[src/rtl/abs_diff_pipe.sv]
// abs_diff_pipe: two-stage, multi-lane absolute-difference pipeline with a
// windowed sum of absolute differences (SAD) for gradient direction decisions.
//
// Stage 1 registers the signed per-lane difference a-b (PIXEL_W+1 bits).
// Stage 2 registers the per-lane magnitude and folds the beat into the SAD
// window accumulator; sad_last marks the beat that closes a window.
//
// Handshake: a transfer happens on a rising edge where valid && ready are both
// high. The producer holds data stable while valid && !ready. in_ready drops
// whenever the output register is full and not being drained, and during a
// win_clr cycle so no beat is accepted and then flushed.
//
// Optional build macro ABS_DIFF_CLIP_EN: saturate every lane magnitude to
// 2^(PIXEL_W-1)-1 before output and accumulation. Undefined: full precision.
module abs_diff_pipe #(
    parameter int PIXEL_W = 14,
    parameter int LANES   = 2,
    parameter int WIN_LEN = 5,
    localparam int SAD_W  = PIXEL_W + $clog2(LANES * WIN_LEN)
) (
    input  logic                       clk,
    input  logic                       rst_n,
    input  logic                       in_valid,
    output logic                       in_ready,
    input  logic [LANES*PIXEL_W-1:0]   a_in,
    input  logic [LANES*PIXEL_W-1:0]   b_in,
    input  logic                       win_clr,
    output logic                       out_valid,
    input  logic                       out_ready,
    output logic [LANES*PIXEL_W-1:0]   diff_out,
    output logic [SAD_W-1:0]           sad_out,
    output logic                       sad_last
);

    localparam int DW    = PIXEL_W + 1;
    localparam int CNT_W = (WIN_LEN > 1) ? $clog2(WIN_LEN) : 1;
    localparam logic [CNT_W-1:0] CNT_LAST = CNT_W'(WIN_LEN - 1);
`ifdef ABS_DIFF_CLIP_EN
    localparam logic [PIXEL_W-1:0] CLIP_MAX = {1'b0, {(PIXEL_W-1){1'b1}}};
`endif

    // Pipeline state
    logic                       s1_valid_q, s1_valid_d;
    logic [LANES*DW-1:0]        d_q, d_d;
    logic                       out_valid_q, out_valid_d;
    logic [LANES*PIXEL_W-1:0]   diff_q, diff_d;
    logic [SAD_W-1:0]           sad_q, sad_d;
    logic                       sad_last_q, sad_last_d;
    logic [SAD_W-1:0]           acc_q, acc_d;
    logic [CNT_W-1:0]           cnt_q, cnt_d;

    // Combinational helpers
    logic                       en;
    logic                       accept;
    logic [LANES*DW-1:0]        d_new;
    logic [LANES*PIXEL_W-1:0]   m;
    logic [SAD_W-1:0]           beat_sum;

    assign en        = !out_valid_q || out_ready;
    assign in_ready  = en && !win_clr;
    assign accept    = in_valid && in_ready;
    assign out_valid = out_valid_q;
    assign diff_out  = diff_q;
    assign sad_out   = sad_q;
    assign sad_last  = sad_last_q;

    // Stage-1 arithmetic: zero-extended operands, signed difference per lane.
    always_comb begin
        d_new = '0;
        for (int k = 0; k < LANES; k++) begin
            d_new[k*DW +: DW] = {1'b0, a_in[k*PIXEL_W +: PIXEL_W]}
                              - {1'b0, b_in[k*PIXEL_W +: PIXEL_W]};
        end
    end

    // Stage-2 arithmetic: magnitude of each registered difference, plus the
    // sum over lanes. |d| < 2^PIXEL_W, so negating only the low PIXEL_W bits
    // is exact.
    always_comb begin
        m        = '0;
        beat_sum = '0;
        for (int k = 0; k < LANES; k++) begin
            logic [PIXEL_W-1:0] mag;
            mag = d_q[k*DW + PIXEL_W] ? (~d_q[k*DW +: PIXEL_W] + 1'b1)
                                      : d_q[k*DW +: PIXEL_W];
`ifdef ABS_DIFF_CLIP_EN
            if (mag > CLIP_MAX) begin
                mag = CLIP_MAX;
            end
`endif
            m[k*PIXEL_W +: PIXEL_W] = mag;
            beat_sum = beat_sum + SAD_W'(mag);
        end
    end

    // Next-state: win_clr flushes unconditionally, otherwise advance when en.
    always_comb begin
        s1_valid_d  = s1_valid_q;
        d_d         = d_q;
        out_valid_d = out_valid_q;
        diff_d      = diff_q;
        sad_d       = sad_q;
        sad_last_d  = sad_last_q;
        acc_d       = acc_q;
        cnt_d       = cnt_q;
        if (win_clr) begin
            s1_valid_d  = 1'b0;
            out_valid_d = 1'b0;
            sad_last_d  = 1'b0;
            acc_d       = '0;
            cnt_d       = '0;
        end else if (en) begin
            s1_valid_d  = accept;
            if (accept) begin
                d_d = d_new;
            end
            out_valid_d = s1_valid_q;
            if (s1_valid_q) begin
                diff_d = m;
                if (cnt_q == CNT_LAST) begin
                    sad_d      = acc_q + beat_sum;
                    sad_last_d = 1'b1;
                    acc_d      = '0;
                    cnt_d      = '0;
                end else begin
                    acc_d      = acc_q + beat_sum;
                    cnt_d      = cnt_q + 1'b1;
                    sad_last_d = 1'b0;
                end
            end
        end
    end

    // State registers with asynchronous active-low reset.
    always_ff @(posedge clk or negedge rst_n) begin
        if (!rst_n) begin
            s1_valid_q  <= 1'b0;
            d_q         <= '0;
            out_valid_q <= 1'b0;
            diff_q      <= '0;
            sad_q       <= '0;
            sad_last_q  <= 1'b0;
            acc_q       <= '0;
            cnt_q       <= '0;
        end else begin
            s1_valid_q  <= s1_valid_d;
            d_q         <= d_d;
            out_valid_q <= out_valid_d;
            diff_q      <= diff_d;
            sad_q       <= sad_d;
            sad_last_q  <= sad_last_d;
            acc_q       <= acc_d;
            cnt_q       <= cnt_d;
        end
    end

endmodule

[config.mk]
export PLATFORM = sky130hd
export DESIGN_NAME = abs_diff_pipe
export DESIGN_NICKNAME = d
export VERILOG_FILES = /design/src/rtl/abs_diff_pipe.sv
export SDC_FILE = /design/constraint.sdc
export NUM_CORES = 1
export LEC_CHECK = 0
export CELL_PAD_IN_SITES_DETAIL_PLACEMENT = 0
export CELL_PAD_IN_SITES_GLOBAL_PLACEMENT = 1
export CORE_MARGIN = 1.5
export CORE_UTILIZATION = 25
export DETAILED_ROUTE_END_ITERATION = 10
export PLACE_DENSITY_LB_ADDON = 0.05
export SYNTH_ARGS = -nofsm -noshare
export SYNTH_HDL_FRONTEND = slang
export SYNTH_SLANG_ARGS = --single-unit
[constraint.sdc]
create_clock -name clk -period 5.3 [get_ports clk]
set_input_delay 1.06 -clock clk [delete_from_list [all_inputs] [get_ports clk]]
set_output_delay 1.06 -clock clk [all_outputs]
set_load 0.01 [all_outputs]
Word level (Yosys, flattened, before mapping)
Cells that the tools add are included.
Widths: inputs -> output; s select.
{"block": "word_totals", "register_bits": 100, "output_inout_bits": 49, "elab_cells": 48}
{"block": "op_classes", "add_sub_neg": 7, "eq_ne": 1, "n_mux": 18, "n_bitwise": 3, "n_reduce_logical": 11}
{"op": "$mux 18", "n": 4}
{"op": "$sub 14x14->15", "n": 2}
{"op": "$add 14x1->14 const B", "n": 2}
{"op": "$mux 14", "n": 2}
{"op": "$not 14->14", "n": 2}
{"op": "$add 18x15->18", "n": 1}
{"op": "$add 14x14->15", "n": 1}
{"op": "$mux 3", "n": 4}
{"op": "$mux 1", "n": 8}
{"op": "$reduce_and 3->1", "n": 2}
{"op": "$reduce_and 4->1", "n": 1}
{"op": "$reduce_bool 2->1", "n": 2}
{"op": "$add 3x1->3 const B", "n": 1}
{"op": "$eq 3x3->1 const B", "n": 1}
{"op": "$logic_and 1x1->1", "n": 2}
{"op": "$logic_not 1->1", "n": 2}
{"op": "$reduce_and 2->1", "n": 1}
{"op": "$logic_or 1x1->1", "n": 1}
{"op": "$not 1->1", "n": 1}

Depth between registers and ports, before layout
Gate-level depths: netlist of the first run.
{"block": "depth", "ltp_word": 9, "mapped_depth": 14, "ltp_nobuf": 14}

Least setup slack after synthesis of the first run
OpenSTA, ideal clock, no wires.
{"block": "synth_timing", "path_type": "register -> register", "start": "reg d_q[19]", "end": "reg acc_q[14]", "setup_time_ns": 0.122, "arrival_ns": 3.617, "t_required_ns": 5.178, "slack_ns": 1.561, "stages_incl_launch_ff": 14, "n_path_buf": 0, "synth_period_minus_slack_ns": 3.739, "path_cell_list": "dfrtp_1 nor4_2 nand2b_1 or3_4 o21ai_0 xor2_1 fa_1 inv_1 ha_1 a21oi_1 nor3b_1 a21oi_2 a311o_1 a32o_1"}
{"block": "synth_between", "elab_chain_cells": 9}
{"item": "from (decl)", "line": "44", "source": "logic [LANES*DW-1:0] d_q, d_d;"}
{"item": "from (signal assigned)", "line": "138", "source": "d_q <= '0;"}
{"item": "from (signal assigned)", "line": "147", "source": "d_q <= d_d;"}
{"item": "$not 14->14", "line": "84", "source": "mag = d_q[k*DW + PIXEL_W] ? (~d_q[k*DW +: PIXEL_W] + 1'b1)"}
{"item": "$add 14x1->14", "line": "84"}
{"item": "$mux 14 (*)", "line": "84"}
{"item": "$add 14x14->15 (*)", "line": "92", "source": "beat_sum = beat_sum + SAD_W'(mag);"}
{"item": "$add 18x15->18 (*)", "line": "126", "source": "acc_d = acc_q + beat_sum;"}
{"item": "$mux 18 (*)", "line": "120", "source": "if (cnt_q == CNT_LAST) begin"}
{"item": "$mux 18 (*)", "line": "118", "source": "if (s1_valid_q) begin"}
{"item": "$mux 18 (*)", "line": "112", "source": "end else if (en) begin"}
{"item": "$mux 18 (*)", "line": "106", "source": "if (win_clr) begin"}
{"item": "to (signal assigned)", "line": "143", "source": "acc_q <= '0;"}
{"item": "to (signal assigned)", "line": "152", "source": "acc_q <= acc_d;"}
{"item": "to (decl)", "line": "49", "source": "logic [SAD_W-1:0] acc_q, acc_d;"}
Mark *: on every way between the ends. The rest lies on a longest branch, timed or not. The select of a mux whose other input is x is not followed.
A chain may end at the register's enable or synchronous reset.

Final worst setup path of the first run
Same ends and word-level chain as after synthesis.

==> results_dict.tcl, run 1 <==
set metrics [dict create \
    grt_overflow 0 \
    slew_violations 0 \
    p_per_area_nw_per_um2 512 \
    ys_seq_area_share_pct 35.9 \
    drtPass1Iterations 4 \
    crit_type "reg2reg" \
    area_growth_pct 25.8 \
    async_reset_ff_share_pct 100 \
    antenna_left 0 \
    routedWlPerCell_um 15.9 \
    synthFlopType "dfrtp_1" \
    track_usage_pct 14.7 \
    rows 60 \
    synth_fa_ha_area_share_pct 13.1 \
    yosys_warnings 0 \
    start_util_pct 25.7 \
    clock-sinks 100 \
    clk_pin_slew_ps 70 \
    outcome "finished, final reports clean" \
    drcViolationCount 0 \
    path_cells "nor4_2 > nand2b_1 > or3_4 > o21ai_0 > xor2_1 > fa_1 > inv_1 > ha_1 > a21oi_1 > nor3b_1 > a21oi_2 > a311o_1 > a32o_1" \
    hold_start "sad_out[7]" \
    ir_drop_uv 213 \
    setup_tns_ps 0 \
    drt-vias-per-instance 4.56 \
    crit_family "compound AO/OA/AOI/OAI gates" \
    power_leakage_nw 3.94 \
    endpoint_kind "flop" \
    max_freq_mhz 243 \
    syn_area_um2 6980 \
    multi_input_area_um2 4020 \
    hold_end "sad_out[7]" \
    finalCritPeriodShare_pct 77.6 \
    synthCells 786 \
    diodes 0 \
    seq_area_um2 2500 \
    worst_setup_path_start_kind "flop" \
    grt_pass1_vias 5887 \
    rsz0062_at_grt "false" \
    synth_edf_count 0 \
    reg2reg_depth 13 \
    num-fill-cells 2881 \
    ctsResizeCount 0 \
    synth_top_family_by_area "compound AO/OA/AOI/OAI gates" \
    vias 5765 \
    wl_um 20200 \
    synth_cell_types 68 \
    dieArea_um2 28900 \
    numCtsBuffers 9 \
    cp.required_ps 5560 \
    final_nets 1013 \
    min_period_ps 4110 \
    clockRootBuffer "clkbuf_16" \
    cts_setup_buffers 0 \
    hpwl_um 16000 \
    rr_startpoint "d_q[19]" \
    htree_levels 3 \
    final_layout_size_suffix_gt1_share_pct 5.26 \
    maxCapViolations 0 \
    synth_seq_cells 100 \
    slowest_stage "fa_1" \
    synth_fp_nets 910 \
    insertion_delay_ps 370 \
    cp_num_buf_inv 1 \
    hold_viol_final 0 \
    min_path_cells 2 \
    arrival_ps 4370 \
    r2r_end "acc_q[14]" \
    synth_compound_area_share_pct 21.6 \
    gp_routability_congestion 0.859 \
    worst_pin_slew_ps 1210 \
    cts.hold.buffers_added 0 \
    synth-xor-area-share_pct 5.27 \
    grt_start_max_net_pins 76 \
    dieHeight_um 170 \
    cp_slowest_stage_delay_ps 460 \
    cts_tree "built" \
    fin_skew_ps 6.96 \
    grt_pass1_wl_um 32600 \
    setup_violations 0 \
    antenna_found_initial 0 \
    drt_iter0_drc 228 \
    io_pins 110 \
    cts_max_path_buffers 2 \
    reg2reg_slack_ps 1190 \
    portBuffers 109 \
    fp.dieW_um 170 \
    muxShareOfSynthArea_pct 0.933 \
    avgSynthCellArea_um2 8.88 \
    fin_area_um2 8780 \
    core_area_um2 27200 \
    path_max_fanout 6 \
    dpl_cell_area_um2 8470 \
    slew_headroom_pct 18.8 \
    synth-simple-area-share_pct 16.7 \
    hold_class "reg2reg" \
]
## per-stage QoR
| step | instances | util [%] | hold WS, ps | power, mW | setup WS [ps] |
|---|---|---|---|---|---|
| 4_1_cts | 1265 | 32.3 | 482 | 4.56 | 1160 |
| 3_3_place_gp | 1250 | 31.2 | 461 | 3.82 | 1230 |
| 6_report | 1265 | 32.3 | 473 | 4.50 | 1190 |
| 3_5_place_dp | 1250 | 31.2 | 465 | 3.80 | 1180 |
| 2_1_floorplan | 786 | - | 449 | 2.94 | 1560 |
| 5_1_grt | 1265 | 32.3 | 498 | 4.92 | 811 |
## worst max-delay path by stage
stage	slack, ps	from	endpoint	cells past startpoint
floorplan	1560	d_q[19]	acc_q[14]	13
global route	810	d_q[19]	acc_q[14]	13
CTS	1160	d_q[19]	acc_q[14]	13
finish	1190	d_q[19]	acc_q[14]	13
detailed placement	1180	d_q[19]	acc_q[14]	13
global placement	1230	d_q[19]	acc_q[14]	13
## metal layers
layer | global-route usage, % | vias to the layer above | part of all wire (%)
li1 | - | 2942 | -
met5 | 0 | - | 0
met3 | 1.98 | 13 | 3.1
met2 | 24.0 | 112 | 46
met4 | 4.42 | 0 | 1.4
met1 | 20.1 | 2698 | 49
## registers in the layout, summed over array words and instances (netlist names)
| signal | flops |
|---|---|
| diff_out | 28 |
| cnt_q | 3 |
| sad_out | 18 |
| acc_q | 18 |
| out_valid | 1 |
| d_q | 30 |
| s1_valid_q | 1 |
| sad_last | 1 |
## cells by family after synthesis
group                    Yosys count
AO/OA/AOI/OAI                    217
XOR/XNOR                          42
adder cells (fa/ha/maj)           63
buffers and inverters            114
flip-flops                       100
multiplexers                       6
AND/OR/NAND/NOR                  244
## synth_stat cells, types with 3 or more instances
| library cell | n | area [um^2] |
|---|---|---|
| fa_1 | 17 | 340 |
| inv_1 | 90 | 338 |
| a21oi_1 | 31 | 155 |
| a21o_1 | 8 | 60.1 |
| nor2b_1 | 9 | 56.3 |
| nand2b_1 | 12 | 75.1 |
| ha_1 | 46 | 576 |
| o211a_1 | 3 | 30.0 |
| and3_1 | 4 | 25.0 |
| nand3b_1 | 3 | 22.5 |
| o311a_1 | 3 | 30.0 |
| o211ai_1 | 13 | 97.6 |
| nor3b_1 | 4 | 30.0 |
| o21ai_1 | 4 | 20.0 |
| a31oi_1 | 4 | 25.0 |
| xor2_1 | 27 | 236 |
| mux2_2 | 4 | 45.0 |
| a22o_1 | 9 | 78.8 |
| xnor2_1 | 15 | 131 |
| dfrtp_1 | 100 | 2500 |
| buf_1 | 3 | 11.3 |
| nand3_1 | 20 | 100 |
| a211oi_1 | 5 | 37.5 |
| a21boi_0 | 4 | 30.0 |
| o21ai_0 | 70 | 350 |
| nor2_1 | 31 | 116 |
| or4_1 | 6 | 45.0 |
| o31ai_1 | 17 | 128 |
| or3_1 | 7 | 43.8 |
| o21a_1 | 12 | 90.1 |
| nand2_1 | 111 | 417 |
| nand4_1 | 3 | 18.8 |
| clkbuf_1 | 18 | 67.6 |
| nor3_1 | 22 | 110 |
| o21bai_1 | 3 | 22.5 |
## worst reg2reg max path: stages (launching register included)
cell and delay (ps):
dfrtp_1 420, nor4_2 320, nand2b_1 150, or3_4 390, o21ai_0 240, xor2_1 260, fa_1 460, inv_1 70
ha_1 280, a21oi_1 290, nor3b_1 360, a21oi_2 130, a311o_1 390, a32o_1 260
## report_power, final
part	internal (mW)	switching, mW
clock	0.411	0.318
sequential	0.942	0.179
combinational	1.11	1.54
## placed cells by master, fill, tap and decap left out, types with 9 or more instances in the layout
cell	netlist	final
xor2_1	27	27
o31ai_1	17	17
nand2_1	111	111
o211ai_1	13	13
clkbuf_16	0	9
ha_1	46	46
clkdlybuf4s50_1	0	108
fa_1	17	17
a21oi_1	31	31
dfrtp_1	100	100
inv_1	90	90
xnor2_1	15	15
a22o_1	9	9
nand3_1	20	19
nor2_1	31	31
nor2b_1	9	9
o21ai_0	70	70
nand2b_1	12	12
nor3_1	22	22
o21a_1	12	12
## area by class of cell
type                            count  share of cell area [%]
Sequential cell                   100                    28.5
Clock buffer                       10                    2.61
Multi-Input combinational cell    572                    45.8
Clock inverter                      5                   0.884
Tap cell                          372                    5.30
Inverter                           90                    3.85
Timing Repair Buffer              116                    13.0
(Power assumes the default switching activity.)
==> run 2: changes to the inputs <==
==> constraint.sdc (replaced) <==
create_clock -name clk -period 3.74 [get_ports clk]
set_input_delay 0.748 -clock clk [delete_from_list [all_inputs] [get_ports clk]]
set_output_delay 0.748 -clock clk [all_outputs]
set_load 0.01 [all_outputs]
==> run 2 against run 1 <==
Effect of this change:
- the flow now finishes with violations (setup timing)
- non-clock buffer count rose by 74
- sequential power rose by 38%
- sequential cell count is the same
- core utilization increased by 2.8 points
- power up 64%
- routed wire length is 1.6% higher
- clock-buffer cell count is the same
- register-to-register slack worse by 1200 ps
- hold slack got worse by 72 ps
- die area did not move
- maximum frequency up 8.4%
- clock power grew 24%
- critical endpoint is now sad_out[17]
- largest cell class unchanged
==> results_dict.tcl, run 2 (same netlist as run 1, synthesis figures left out) <==
set metrics [dict create \
    rr_startpoint "d_q[19]" \
    slew_violations 0 \
    clockRootBuffer "clkbuf_16" \
    dieArea_um2 28900 \
    grt_pass1_vias 6245 \
    fin_skew_ps 9.40 \
    power_leakage_nw 4.32 \
    setup_tns_ps -52.5 \
    clock-sinks 100 \
    max_freq_mhz 264 \
    whs_ps 401 \
    setup_violations 1 \
    wl_um 20500 \
    ir_drop_uv 368 \
    violations "setup timing" \
    p_total_mw 7.38 \
    clk_pin_slew_ps 70 \
    rsz0062_at_grt "true" \
    cts.hold.buffers_added 0 \
    io_pins 110 \
    fin_area_um2 9540 \
    track_usage_pct 14.9 \
    hold_class "in2async" \
    critPathLaunch "d_q[19]" \
    final_layout_size_suffix_gt1_share_pct 15.8 \
    cts_tree "built" \
    maxCapViolations 0 \
    gp_routability_congestion 0.851 \
    drcViolationCount 0 \
    grt_overflow 0 \
    fp.dieW_um 170 \
    worst_slack_ps -52.5 \
    path_max_fanout 5 \
    numCtsBuffers 9 \
    insertion_delay_ps 360 \
    top_register "d_q" \
    place_ws_ps -193 \
    worst_setup_path_start_kind "flop" \
    drtPass1Iterations 4 \
    dp.cells 1312 \
    hpwl_um 16500 \
    rows 60 \
    grt_pass1_wl_um 33500 \
    crit_type "reg2reg" \
    antenna_found_initial 0 \
    outcome "finished with violations" \
    worst_pin_slew_ps 729 \
    final_cells 1340 \
    start_util_pct 25.7 \
    dpl_cell_area_um2 8950 \
    cp.required_ps 4020 \
    hold_viol_final 0 \
    portBuffers 109 \
    min_period_ps 3790 \
    diodes 0 \
    arrival_ps 4070 \
    drt_iter0_drc 240 \
    vias 6043 \
    endpoint_kind "flop" \
    antenna_left 0 \
    mostFrequentLayoutCell "nand2_1" \
    post-route-util_pct 35.1 \
    slew_headroom_pct 51.4 \
    htree_levels 3 \
    grt_start_max_net_pins 54 \
    final_cell_mix "nand2_1 (111), clkdlybuf4s50_1 (108), dfrtp_1 (100)" \
    routedWlPerCell_um 15.3 \
    largest_reg_flops 30 \
    cts_max_path_buffers 2 \
    dieHeight_um 170 \
    final_nets 1087 \
    area_growth_pct 36.8 \
    core_area_um2 27200 \
    p_per_area_nw_per_um2 774 \
    drt-vias-per-instance 4.51 \
    finalCritPeriodShare_pct 101 \
]
## run 2: cell count changes in the layout (fill, tap and decap cells not counted), moves of 4 or more
cell / delta
buf_4: +72
ha_1: -5
ha_4: +4
o21ai_0: -7
o21ai_1: +4
xor2_1: -4
xor2_2: +4
## run 2: layout make-up
class | instances | area (um^2)
clock buffer | 10 | 239
clock inverter | 6 | 40.0
fill | 2839 | 17600
inverter | 90 | 338
multi-input combinational | 572 | 4240
sequential | 100 | 2500
tap | 372 | 465
timing repair buffer | 190 | 1710
## run 2: power by group
group	leakage (nW)	switching [mW]	internal, mW
clock	0.138	0.438	0.469
sequential	1.29	0.203	1.33
combinational	2.89	2.55	2.39
## run 2: worst max-delay path, cell delays in order, from the launching register on
cell and delay [ps]:
dfrtp_1 410, nor4_4 300, nand2b_1 140, or3_4 380, buf_6 150, o41ai_4 270, xor2_2 140, fa_1 540
inv_2 50, ha_4 280, and3_4 200, o21ai_4 70, and3_4 160, or4_1 470, a31oi_1 170
## run 2: repair_timing
| action | 4_1_cts | 5_1_grt |
|---|---|---|
| resized for setup | 18 | 27 |
| pin swaps | 4 | 15 |
| buffers inserted | 5 | 7 |
| setup endpoints to repair | 16 | 18 |
## run 2: path summary, 6_finish.rpt
check,depth (start not counted),to,slack [ps]
hold reg to reg,2,sad_out[5],480
hold / removal,1,sad_out[1],400
setup / recovery,14,sad_out[17],-50
setup reg to reg,14,sad_out[17],-50
max in group asynchronous,2,diff_out[12],2580
min in group clk,2,sad_out[5],480
## run 2: per-layer routing
layer / wire [um] / up-vias / track usage, %
met5: 0 / - / 0
met4: 242 / 0 / 4.77
met3: 474 / 11 / 1.81
met2: 9930 / 95 / 25.5
met1: 9840 / 2846 / 19.6
li1: - / 3091 / -
==> run 3: changes to the inputs <==
--- a/config.mk
+++ b/config.mk
@@ -7,6 +7,7 @@
 export LEC_CHECK = 0
 export CELL_PAD_IN_SITES_DETAIL_PLACEMENT = 0
 export CELL_PAD_IN_SITES_GLOBAL_PLACEMENT = 1
+export CORE_ASPECT_RATIO = 0.8
 export CORE_MARGIN = 1.5
 export CORE_UTILIZATION = 25
 export DETAILED_ROUTE_END_ITERATION = 10
==> run 3 against run 2 <==
Effect of this change:
- the run still ends with setup timing left
- via count is 4.5% higher
- clock power is 9.7% higher
- core utilization is 0.72 points higher
- critical path depth stayed put
- hold slack worse by 8.5 ps
- register-to-register slack better by 40 ps
- non-clock buffer count is 16 higher
- sequential power hardly changed
- worst setup slack better by 41 ps
- critical endpoint unchanged
==> results_dict.tcl, run 3 (same netlist as run 1, synthesis figures left out) <==
set metrics [dict create \
    rows 54 \
    fin_skew_ps 12.5 \
    core_area_um2 27400 \
    power_leakage_nw 4.41 \
    area_growth_pct 40.5 \
    routedWlPerCell_um 15.9 \
    maxCapViolations 0 \
    arrival_ps 4020 \
    slowest_stage "fa_1" \
    drcViolationCount 0 \
    hold_class "in2async" \
    cp_slowest_stage_delay_ps 540 \
    wl_um 21400 \
    top_register "d_q" \
    post-route-util_pct 35.8 \
    p_per_area_nw_per_um2 819 \
    worst_pin_slew_ps 738 \
    fp.dieW_um 190 \
    crit_family "simple AND/OR/NAND/NOR gates" \
    grt_start_max_net_pins 58 \
    ir_drop_uv 434 \
    cts_max_path_buffers 2 \
    violations "setup timing" \
    clock-sinks 100 \
    cts.hold.buffers_added 0 \
    dieHeight_um 152 \
    slew_violations 0 \
    insertion_delay_ps 350 \
    gp_routability_congestion 0.815 \
    drt-vias-per-instance 4.69 \
    finalCritPeriodShare_pct 100 \
    reg2reg_depth 14 \
    clockRootBuffer "clkbuf_16" \
    hpwl_um 16800 \
    setup_violations 1 \
    dp.cells 1322 \
    start_util_pct 25.5 \
    final_nets 1103 \
    grt_overflow 0 \
    cts_tree "built" \
    clk_pin_slew_ps 70 \
    dieArea_um2 28900 \
    drt_iter0_drc 310 \
    final_cells 1348 \
    htree_levels 3 \
    track_usage_pct 14.8 \
    hold_viol_final 0 \
    largest_reg_flops 30 \
    numCtsBuffers 9 \
    antenna_left 0 \
    crit_top_cell "and3_4" \
    slew_headroom_pct 50.8 \
    cp_num_buf_inv 2 \
    portBuffers 109 \
    rsz0062_at_grt "true" \
    mostFrequentLayoutCell "nand2_1" \
    antenna_found_initial 0 \
    grt_pass1_wl_um 33900 \
    final_cell_mix "nand2_1 (110), clkdlybuf4s50_1 (108), dfrtp_1 (100)" \
    max_freq_mhz 267 \
    worst_setup_path_start_kind "flop" \
    endpoint_kind "flop" \
    grt_pass1_vias 6326 \
    path_depth 14 \
    reg2reg_slack_ps -10 \
    path_max_fanout 5 \
    cp.required_ps 4010 \
    diodes 0 \
    vias 6316 \
    whs_ps 392 \
    crit_type "reg2reg" \
    worst_slack_ps -11.3 \
    final_layout_size_suffix_gt1_share_pct 18.3 \
    min_period_ps 3750 \
    path_cells "nor4_4 > nand2b_1 > or3_4 > buf_6 > o41ai_4 > xor2_2 > fa_1 > inv_2 > ha_4 > and3_4 > o21ai_4 > and3_4 > or4_1 > a31oi_1" \
    drtPass1Iterations 4 \
    outcome "finished with violations" \
    io_pins 110 \
]
==> run 3: changes by cell type in the layout (fill, tap and decap cells not counted), moves of 3 or more <==
| cell | delta |
|---|---|
| ha_4 | +5 |
| ha_1 | -5 |
| clkinv_2 | -3 |
| inv_2 | +3 |
| buf_4 | +16 |
| inv_1 | -3 |
==> run 3: per-stage QoR <==
stage                     area [um^2]  TNS (ps)  worst slack, ps  total power [mW]
after floorplan                  6980         0            0.963              4.17
after global placement           9070      -667             -137              6.21
after detailed placement         9070     -1380             -208              6.24
after CTS                        9450     -49.8            -20.1              7.44
after global routing             9800      -586             -182              8.67
final                            9800     -11.3            -11.3              8.03
==> run 3: final timing paths <==
path,end,start
setup reg to reg,sad_out[17],d_q[19]
max in group asynchronous,diff_out[11],rst_n
min in group clk,sad_last,sad_last
hold / removal,sad_out[4],rst_n
setup / recovery,sad_out[17],d_q[19]
hold reg to reg,sad_last,sad_last
==> run 3: report_power, final <==
part | internal [mW] | leakage [nW] | total, mW | switching [mW]
clock | 0.558 | 0.142 | 0.995 | 0.437
sequential | 1.33 | 1.29 | 1.54 | 0.208
combinational | 2.67 | 2.98 | 5.49 | 2.82
total | 4.56 | 4.41 | 8.03 | 3.46
==> run 3: metal layers <==
layer,wire [um],vias up,track usage [%]
li1,-,3123,-
met3,652,11,2.33
met2,9560,101,22.4
met5,0,-,0
met1,11000,3081,22.2
met4,193,0,3.06
==> run 3: timing repair <==
action / in CTS / in global routing
setup endpoints to repair: 18 / 20
pin swaps: 11 / 33
gates resized for setup: 8 / 61
buffers inserted: 4 / 7
==> run 3: layout make-up <==
cell class	instances	area, um^2
multi-input cells	572	4370
flip-flops and latches	100	2500
clock inverters	3	45.0
repair buffers	206	1830
inverters	90	338
fillers	2819	17600
clock buffers	13	260
well taps	364	455
==> RTL change 1: new RTL, flow settings as in run 1 <==
Add a define of `ABS_DIFF_CLIP_EN`.
--- a/src/rtl/abs_diff_pipe.sv
+++ b/src/rtl/abs_diff_pipe.sv
@@ -12,6 +12,8 @@
 //
 // Optional build macro ABS_DIFF_CLIP_EN: saturate every lane magnitude to
 // 2^(PIXEL_W-1)-1 before output and accumulation. Undefined: full precision.
+`define ABS_DIFF_CLIP_EN
+
 module abs_diff_pipe #(
     parameter int PIXEL_W = 14,
     parameter int LANES   = 2,
Behaviour: not the same (a bounded check fails within 4 cycles, from zero or initial values and one cycle with rst_n low).
==> RTL change 1 against run 1 <==
Routed wire length down 5.8%. Synthesized cell count up 0.51%. Count of clock-buffer cells in the layout down 1. Clock skew up 0.0023 ns. Area after synthesis down 1.1%. Power up 5.5%. Final area down 0.74%. Worst setup slack worse by 0.80 ns. Critical endpoint is now sad_out[13]. First-iteration DRC count up 34%. Fmax down 16%. Sequential share of layout area up 0.21 points. Via count down 1.3%. Sequential cell count unchanged. Largest cell class unchanged.
==> RTL change 1: results (changes against run 1) <==
[placement]
dp_hpwl_um=15100  ; was 16000 µm
gp_congestion=0.776  ; was 0.859
place_area_um2=8420  ; was 8470 µm²

[power]
power.internal_w=0.00256  ; was 0.00246 W
p_sw_w=0.00219  ; was 0.00204 W
p_leak_nw=3.92  ; was 3.94 nW
power_frac_comb_pct=62.6  ; was 58.9%
p_clk_share_pct=14.6  ; was 16.2%

[worst_hold_path]
hp-start=sad_out[6]  ; was sad_out[7]
worstHoldEndpoint=sad_out[6]  ; was sad_out[7]

[setup_path]
r2r_setup_slack_ns=0.39  ; was 1.19 ns
reg2reg_depth=16  ; was 13
r2r_end=sad_out[13]  ; was acc_q[14]
arrival_ns=5.16  ; was 4.37 ns
r2r-start=d_q[20]  ; was d_q[19]

[cells_and_area]
final_cells=1245  ; was 1265
nets=1024  ; was 1013

[logic_synthesis]
synthTopCellsByCount=nand2_1, dfrtp_1, inv_1  ; unchanged
synth_fa_ha_area_share_pct=13.3  ; was 13.1%
synth_seq_area_share_pct=36.3  ; was 35.9%
muxShareOfSynthArea_pct=1.54  ; was 0.933%
synth-compound-area-share_pct=18.9  ; was 21.6%
postSynthAreaPerCell_um2=8.73  ; was 8.88 µm²
netlist_top_cells_area=dfrtp_1, ha_1, nand2_1, fa_1, inv_1  ; was dfrtp_1, ha_1, nand2_1, o21ai_0, fa_1
ys_types=59  ; was 68

[global_route]
gr-usage-all-layers_pct=13.8  ; was 14.7%
grt_pass1_vias=5639  ; was 5887
grt_max_degree=74  ; was 76

[timing]
worst_pin_slew_ns=0.966  ; was 1.21 ns
min_period_ns=4.91  ; was 4.11 ns
fin_skew_ns=0.00931  ; was 0.00696 ns

[drt]
wl_per_cell_um=15.3  ; was 15.9 µm
dr.first_iter.drc_count=306  ; was 228
first_pass_iters=5  ; was 4
vias=5690  ; was 5765

[status]
status=completed  ; unchanged

[RTL change 1: layer usage]
layer / wire length, µm / global-route usage, % / vias up
met5: 0 / 0 / -
met1: 9280 / 18.5 / 2626
met2: 8690 / 22.3 / 111
met3: 518 / 1.66 / 20
li1: - / - / 2933
met4: 522 / 6.19 / 0
[RTL change 1: cell type report]
type                            instances  share of cell area [%]
Multi-Input combinational cell        582                    45.7
Sequential cell                       100                    28.7
Timing Repair Buffer                  122                    13.6
Tap cell                              341                    4.90
Inverter                               85                    3.66
Clock buffer                            9                    2.59
Clock inverter                          6                   0.819
[RTL change 1: critical path, stage by stage, from the launching register on]
cell and delay [ns]:
dfrtp_1 0.42, or3_4 0.41, or4_1 0.43, or2_4 0.27, o41ai_4 0.33, xor2_2 0.18
and2_1 0.19, fa_1 0.49, inv_1 0.04, ha_1 0.22, fa_1 0.40, a211oi_1 0.22
o21bai_1 0.14, o21a_1 0.21, o41ai_1 0.42, xnor2_1 0.14, mux2_2 0.27
==> RTL change 2: new RTL, config.mk and constraints of run 1 <==
Without the edit above. `d_q` no longer has a reset.
--- a/src/rtl/abs_diff_pipe.sv
+++ b/src/rtl/abs_diff_pipe.sv
@@ -135,7 +135,6 @@
     always_ff @(posedge clk or negedge rst_n) begin
         if (!rst_n) begin
             s1_valid_q  <= 1'b0;
-            d_q         <= '0;
             out_valid_q <= 1'b0;
             diff_q      <= '0;
             sad_q       <= '0;
@@ -144,7 +143,6 @@
             cnt_q       <= '0;
         end else begin
             s1_valid_q  <= s1_valid_d;
-            d_q         <= d_d;
             out_valid_q <= out_valid_d;
             diff_q      <= diff_d;
             sad_q       <= sad_d;
@@ -154,5 +152,9 @@
         end
     end
 
+    always_ff @(posedge clk) begin
+        d_q <= d_d;
+    end
+
 endmodule
 
Check against the original RTL: no difference found for any inputs over 4 cycles, from zero or initial values and one cycle with rst_n low; that may be too few to reach the edited logic, so the function may still have changed.
==> RTL change 2 against run 1 <==
Die area decreased by 5.2%. Routed wire length shrank 15%. Area after synthesis decreased by 5.3%. Sequential cell count unchanged. Worst setup slack lost 0.011 ns. Global-route usage down 1.6 points. Fmax down 0.26%. Final area decreased by 4.4%. Critical path depth rose by 2. Critical path type unchanged.
Power is not compared: it rests on default switching activity, and its combinational part moved more than twofold at a synthesized area within 25%.
==> RTL change 2: results (changes against run 1) <==
[placement]
dp_hpwl_um=13700  ; was 16000 µm
gp_congestion=0.788  ; was 0.859

[setup_path]
arrival_ns=4.35  ; was 4.37 ns
cp-endpoint=sad_out[15]  ; was acc_q[14]

[global_route]
gr-usage-all-layers_pct=13.1  ; was 14.7%
grt_pass1_wl_um=27600  ; was 32600 µm
grt_max_degree=46  ; was 76

[cells_and_area]
multi_input_cells=499  ; was 572
n_fill_cell=2686  ; was 2881
multi_input_area_um2=3520  ; was 4020 µm²
seq_area_share_pct=31.6  ; was 28.5%
drive_above_1_share_pct=4.36  ; was 5.26%
nonClockInverterCount=95  ; was 90
num-nonclk-buffers=115  ; was 116

[logic_synthesis]
synth_seq_area_share_pct=40.1  ; was 35.9%
netlist_top_cells_area=dfrtp_1, edfxtp_1, ha_1, inv_1, fa_1  ; was dfrtp_1, ha_1, nand2_1, o21ai_0, fa_1
synth-compound-area-share_pct=18.0  ; was 21.6%
synth-async-reset-ratio_pct=70.0  ; was 100%
ys_types=56  ; was 68
synth_nets=839  ; was 910
synth-edff-count=30  ; was 0
muxShareOfSynthArea_pct=1.27  ; was 0.933%

[status]
status=completed  ; unchanged

[drt]
routed-wl-met2_um=7790  ; was 9330 µm
wl_per_cell_um=14.8  ; was 15.9 µm

[cts]
worstSkewPairLatency_ns=0.35  ; was 0.37 ns

-- RTL change 2: cell types whose count changed after synthesis, sizes merged, moves of 9 or more --
cell	run 1	this run
a21oi	32	41
dfrtp	100	70
edfxtp	0	30
nand2	111	90
nand3	20	11
nor2	31	40
nor3	22	9
o21ai	75	56
o31ai	20	9
-- RTL change 2: metrics by stage --
stage                     power, W  hold slack [ns]  cell area [µm²]  setup WS [ns]  cells
final                      0.00298            0.475             8390           1.18   1160
after global routing       0.00322            0.500             8390          0.743   1160
after CTS                  0.00303            0.483             8390           1.17   1160
after detailed placement   0.00231            0.468             8080           1.19   1144
after global placement     0.00231            0.458             8080           1.21   1144
after floorplan            0.00184            0.450             6610           1.54    715
-- RTL change 2: worst max-delay path: cells and delay by family, from the launching register on --
family / cells / cell delay [ns]
AO/OA/AOI/OAI: 5 / 1.21
XOR/XNOR: 2 / 0.50
adder cells (fa/ha/maj): 3 / 0.98
buffers and inverters: 2 / 0.19
flip-flops: 1 / 0.44
AND/OR/NAND/NOR: 3 / 0.69
